==> src/rtl/demux_pkg.sv <==
`default_nettype none
// ============================================================================
// Module      : demux_pkg
// Description : Shared constants and types for the registered 1:8 demux.
// Revision    : 1.0 - initial release
// ============================================================================
package demux_pkg;
    localparam int NUM_CH    = 8;
    localparam int SEL_W     = 3;
    localparam int DEF_WIDTH = 3;

    typedef logic [SEL_W-1:0] ch_idx_t;
endpackage
`default_nettype wire

==> src/rtl/demux_ch_reg.sv <==
`default_nettype none
// ============================================================================
// Module      : demux_ch_reg
// Description : One output channel: data register, valid flag, free flag.
// Revision    : 1.0 - initial release
// ============================================================================
module demux_ch_reg #(
    parameter int WIDTH = 3
) (
    input  logic             clk,
    input  logic             rst_n,
    input  logic             i_load,
    input  logic [WIDTH-1:0] i_d,
    input  logic             i_out_ready,
    output logic [WIDTH-1:0] o_y,
    output logic             o_valid,
    output logic             o_free
);
    logic [WIDTH-1:0] r_data_q;
    logic [WIDTH-1:0] w_data_d;
    logic             r_valid_q;
    logic             w_valid_d;
    logic             w_free;

    // A load on the same edge as a consume keeps the channel valid.
    always_comb begin
        w_free    = !r_valid_q || i_out_ready;
        w_valid_d = i_load || (r_valid_q && !i_out_ready);
        w_data_d  = i_load ? i_d : r_data_q;
    end

    always_ff @(posedge clk or negedge rst_n) begin
        if (!rst_n) begin
            r_data_q  <= '0;
            r_valid_q <= 1'b0;
        end else begin
            r_data_q  <= w_data_d;
            r_valid_q <= w_valid_d;
        end
    end

    assign o_y     = r_data_q;
    assign o_valid = r_valid_q;
    assign o_free  = w_free;
endmodule
`default_nettype wire

==> src/rtl/demux_1_8_reg.sv <==
`default_nettype none
// ============================================================================
// Module      : demux_1_8_reg
// Description : Registered 1:8 demux with per-channel valid/ready.
//               Define DEMUX_1_8_RR_EN to route by an internal round-robin
//               pointer (exposed on rr_ptr) instead of s.
// Revision    : 1.0 - initial release
// ============================================================================
module demux_1_8_reg
    import demux_pkg::*;
#(
    parameter int WIDTH = DEF_WIDTH
) (
    input  logic               clk,
    input  logic               rst_n,
    input  logic               in_valid,
    output logic               in_ready,
    input  logic [SEL_W-1:0]   s,
    input  logic [WIDTH-1:0]   d,
    output logic [WIDTH-1:0]   y0,
    output logic [WIDTH-1:0]   y1,
    output logic [WIDTH-1:0]   y2,
    output logic [WIDTH-1:0]   y3,
    output logic [WIDTH-1:0]   y4,
    output logic [WIDTH-1:0]   y5,
    output logic [WIDTH-1:0]   y6,
    output logic [WIDTH-1:0]   y7,
    output logic [NUM_CH-1:0]  out_valid,
    input  logic [NUM_CH-1:0]  out_ready
`ifdef DEMUX_1_8_RR_EN
    ,
    output logic [SEL_W-1:0]   rr_ptr
`endif
);
    ch_idx_t          w_target;
    logic             w_accept;
    logic [NUM_CH-1:0] w_free;
    logic [NUM_CH-1:0] w_load;
    logic [WIDTH-1:0] w_y [NUM_CH];

`ifdef DEMUX_1_8_RR_EN
    ch_idx_t r_ptr_q;
    ch_idx_t w_ptr_d;
    logic    w_unused_s;

    assign w_unused_s = ^s;
    assign w_target   = r_ptr_q;

    // Pointer only moves on an accepted word; wrap 7->0 is natural overflow.
    always_comb begin
        w_ptr_d = r_ptr_q;
        if (w_accept) begin
            w_ptr_d = r_ptr_q + ch_idx_t'(1);
        end
    end

    always_ff @(posedge clk or negedge rst_n) begin
        if (!rst_n) begin
            r_ptr_q <= '0;
        end else begin
            r_ptr_q <= w_ptr_d;
        end
    end

    assign rr_ptr = r_ptr_q;
`else
    assign w_target = s;
`endif

    always_comb begin
        in_ready = w_free[w_target];
        w_accept = in_valid && in_ready;
        w_load   = '0;
        if (w_accept) begin
            w_load = NUM_CH'(1) << w_target;
        end
    end

    generate
        for (genvar k = 0; k < NUM_CH; k++) begin : g_ch
            demux_ch_reg #(
                .WIDTH(WIDTH)
            ) u_ch (
                .clk        (clk),
                .rst_n      (rst_n),
                .i_load     (w_load[k]),
                .i_d        (d),
                .i_out_ready(out_ready[k]),
                .o_y        (w_y[k]),
                .o_valid    (out_valid[k]),
                .o_free     (w_free[k])
            );
        end
    endgenerate

    assign y0 = w_y[0];
    assign y1 = w_y[1];
    assign y2 = w_y[2];
    assign y3 = w_y[3];
    assign y4 = w_y[4];
    assign y5 = w_y[5];
    assign y6 = w_y[6];
    assign y7 = w_y[7];
endmodule
`default_nettype wire
==> config.mk <==
export PLATFORM = sky130hd
export DESIGN_NAME = demux_1_8_reg
export DESIGN_NICKNAME = d
export VERILOG_FILES = /design/src/rtl/demux_pkg.sv /design/src/rtl/demux_ch_reg.sv /design/src/rtl/demux_1_8_reg.sv
export SDC_FILE = /design/constraint.sdc
export NUM_CORES = 1
export LEC_CHECK = 0
export BUFFER_PORTS_ARGS = -buffer_cell sky130_fd_sc_hd__buf_2
export CORE_ASPECT_RATIO = 0.6
export CORE_MARGIN = 4
export CORE_UTILIZATION = 44
export DETAILED_ROUTE_END_ITERATION = 8
export PLACE_DENSITY_LB_ADDON = 0.25
export SLEW_MARGIN = 20
export SYNTH_ARGS = -nofsm -noshare
export SYNTH_HDL_FRONTEND = slang
export SYNTH_SLANG_ARGS = --single-unit
==> constraint.sdc <==
create_clock -name clk -period 1.5 [get_ports clk]
set_clock_uncertainty 0.15 [all_clocks]
set_input_delay 0.3 -clock clk [delete_from_list [all_inputs] [get_ports clk]]
set_output_delay 0.3 -clock clk [all_outputs]
set_load 0.02 [all_outputs]
==> impl_results.md <==
- Clock sink count: 32
- F_max: 0.5134 GHz
- Pwr Density: 1264 nW/um^2
- Worst IR Drop VDD: 0.8851 mV
- Critical-path cell with the highest stage delay: mux4_2
- Net Count, Synth: 118
- Predominant post-synthesis flop cell: dfrtp_1
- Final core area utilization: 0.6926
- Metal-1 WL: 1.623 mm
- Fin nets: 189
- Syn_area_per_cell: 14.59 sq um
- Cell count after synthesis: 101
- Count of flip-flops with a built-in enable after synthesis: 0
- Area post-placement: 1877 sq um
- Remaining max-slew budget at the tightest pin: 0.6538
- Metal2 WL: 1.740 mm
- Flip-flop and latch count after synthesis: 32
- Fin crit share: 1.298
- Critical path endpoint category: output port
- CP bufs+invs: 1
- DR top layer: met4
- Synth top cells by count: dfrtp_1, mux2_2, buf_4
- Origin of the critical flop-to-flop path: g_ch[5].u_ch.o_valid$_DFF_PN0_
- Number of antenna-violating nets in the routed design: 0
- Worst Slack Setup Final: -0.4477 ns
- Path type of the worst setup path: reg -> out
- Area fraction of the dominant cell type after synthesis: 0.5433
- Setup slack of the worst register-to-register path: -0.06 ns
- GRT Residual Overflow: 0
- Clock period minus worst slack: 1.948 ns
- Register area: 800.8 sq um
- Area used by multi-input combinational logic: 706.9 sq um
- First-pass GRT wire length: 6.058 mm
- Async SR Flop Fraction: 1.000
- CTS Buf Count: 5
- Layout overhead on the synthesized area: 42.87%
- Area of the mapped netlist: 1474 sq um
- Unrepaired setup endpoints after global routing: true
- Startpoint of the most critical hold path: out_ready[7]
- Most repeated cell in the gate-level netlist after synthesis: dfrtp_1
- Ratio of cells with drive above 1 in the final layout: 0.7052
- Top delay family on crit path: multiplexers
- Die width: 82.72 um
- Drt first-iter violations: 53
- Wirelength per Cell: 16.85 um
- Antenna diode count: 0
- Count of final setup violators: 7
- List of cells traversed by the critical path: nand2b_4 -> mux4_2 -> o2bb2ai_4 -> buf_6
- Clock insertion delay at the later pin of the skew report: 0.27 ns
- Total of buffers placed on input and output ports: 49
- Data arrival time of the critical path: 1.50 ns
- Number of pins with negative max-slew slack in the final report: 0
- Vertical die dimension: 52.83 um
- Area inside the core boundary: 3040 sq um
- Effective utilization at floorplan: 0.4848
- Root Driver: clkbuf_8
- Min-Delay Path Class: in -> reg
- Worst path max stage delay: 0.48 ns
- CP max FO: 2
- Total number of vias: 1059
- Leakage power of the design: 1.074 nW
- Final hold violation count: 0
- Yosys warning count: 0
- CP Data Required Time: 1.05 ns
- Standard-cell rows: 15
- Worst-path clk slew: 0.06 ns
- Max capacitance violation total: 0
- Run status: complete, but fails checks
- Antenna violations before repair: 0
- Post-synthesis cell type with the largest combined area: dfrtp_1
- Final cell area excluding filler cells: 2106 sq um
- Total wirelength of the detailed-routed design: 3.622 mm
- Placed wire-length estimate: 2.674 mm
- Launching instance or port of the critical path: g_ch[2].u_ch.o_valid$_DFF_PN0_
- Detailed-routing iteration count for the pre-antenna-repair pass: 4
- Routability congestion estimate from global placement: 0.8966
- Largest net degree at the start of global routing: 24
- Measured slew at the worst slew-check pin: 0.5194 ns
- Amount of wire on met3 after detailed routing: 207 um
- Total die area: 4370 sq um
- I/O pin count: 50
- CTS tree: done
- Sequential cell area fraction in the yosys report: 0.5433
- Vias per inst: 4.926
- Violated checks: negative setup slack
- Total Routing Usage GR: 0.1941
- Total power after layout: 2.661 mW
- Type of element launching the critical path: register
- Number of fill cells in the layout: 230
- Most area-consuming cells after synthesis: dfrtp_1, mux2_2, buf_4
- Via count of the first global-routing pass: 1223
- Longest Clk Path Bufs: 2
- CTS H-tree lvls: 2
- # DRC: 0
- Post-synthesis cell type count: 23
cell families (layout without fill, tap and decap cells):
group	count (synthesis)	in the layout	share of synthesized area
muxes	25	25	0.2012
AOI/OAI and AO/OA	5	5	0.02462
DFF	32	32	0.5433
buffers and inverters	9	81	0.04329
and+or+nand+nor	30	30	0.1876
through the flow:
step                hold WS, ns  worst slack (ns)  instances  setup TNS (ns)
finish                   0.2098           -0.4477        215         -0.7728
global route             0.2438           -0.4961        215          -1.312
CTS                      0.2077           -0.4599        215         -0.7629
detailed placement       0.1485           -0.3109        201          -2.185
global placement         0.1432           -0.2797        201          -1.463
floorplan               -0.1456          -0.04766        101        -0.04766
layout make-up:
type / instances / area share
multi-input cells: 60 / 0.3357
clock buffers: 6 / 0.03446
repair buffers: 72 / 0.2062
well taps: 42 / 0.02496
inverters: 1 / 0.001783
flip-flops and latches: 32 / 0.3803
clock inverters: 2 / 0.01664
worst paths after layout:
| check | endpoint | cells after the start |
|---|---|---|
| setup / recovery | in_ready | 4 |
| hold / removal | g_ch[7].u_ch.o_valid$_DFF_PN0_ | 3 |
| setup reg to reg | g_ch[5].u_ch.o_y[0]$_DFFE_PN0P_ | 4 |
| hold reg to reg | g_ch[1].u_ch.o_y[0]$_DFFE_PN0P_ | 1 |
| max in group asynchronous | g_ch[6].u_ch.o_y[0]$_DFFE_PN0P_ | 3 |
| min in group asynchronous | g_ch[2].u_ch.o_y[1]$_DFFE_PN0P_ | 2 |
state kept, by name, indices dropped and copies added (netlist names):
name and cells:
g_ch.u_ch.o_y 24, g_ch.u_ch.o_valid 8
worst reg2reg max path: cells and delay by family (launching register included):
kind,cells,cell delay [ns]
buf+inv,1,0.11
flops,1,0.37
simple gates,2,0.49
mux,1,0.33
routing by layer:
metal / up-vias / GRT usage
li1: 485 / -
met3: 6 / 0.05842
met1: 532 / 0.2352
met4: 0 / 0.06522
met2: 36 / 0.3298
met5: - / 0
cells in the final DEF, fill, tap and decap left out:
cell type	synthesis	layout
nand2_4	1	1
or2_2	2	2
nand2b_4	2	5
bufinv_16	0	1
clkbuf_8	0	5
nor3b_4	3	3
mux4_2	0	1
and2b_2	1	1
nor2_1	1	1
mux2_2	24	12
dfrtp_1	32	32
nand2_1	5	5
nand3b_4	2	2
inv_1	1	1
nand2b_1	6	3
nor4_4	1	1
buf_6	0	3
mux2_4	0	12
clkinv_2	0	1
o21ai_0	2	2
buf_2	0	48
clkbuf_1	0	1
or2b_2	1	1
dlygate4sd3_1	0	1
o2bb2ai_1	2	1
and2_1	1	1
nor2b_4	0	2
buf_4	8	20
nand4_1	1	1
o221ai_1	1	1
nand3_1	1	1
o2bb2ai_4	0	1
where the power goes:
part	switching, mW	internal (mW)
combinational	0.407	0.349
clock	0.303	0.492
sequential	0.0885	1.02
timing repair:
action / 4_1_cts / 5_1_grt
buffers inserted: 5 / 1
endpoints found under the hold margin: 21 / 0
hold buffers: 1 / 0
gates cloned: 0 / 0
pin swaps: 3 / 2
endpoints found under the setup margin: 10 / 13
gates resized for setup: 16 / 4
Note: power is estimated with default switching activity, not from simulation.
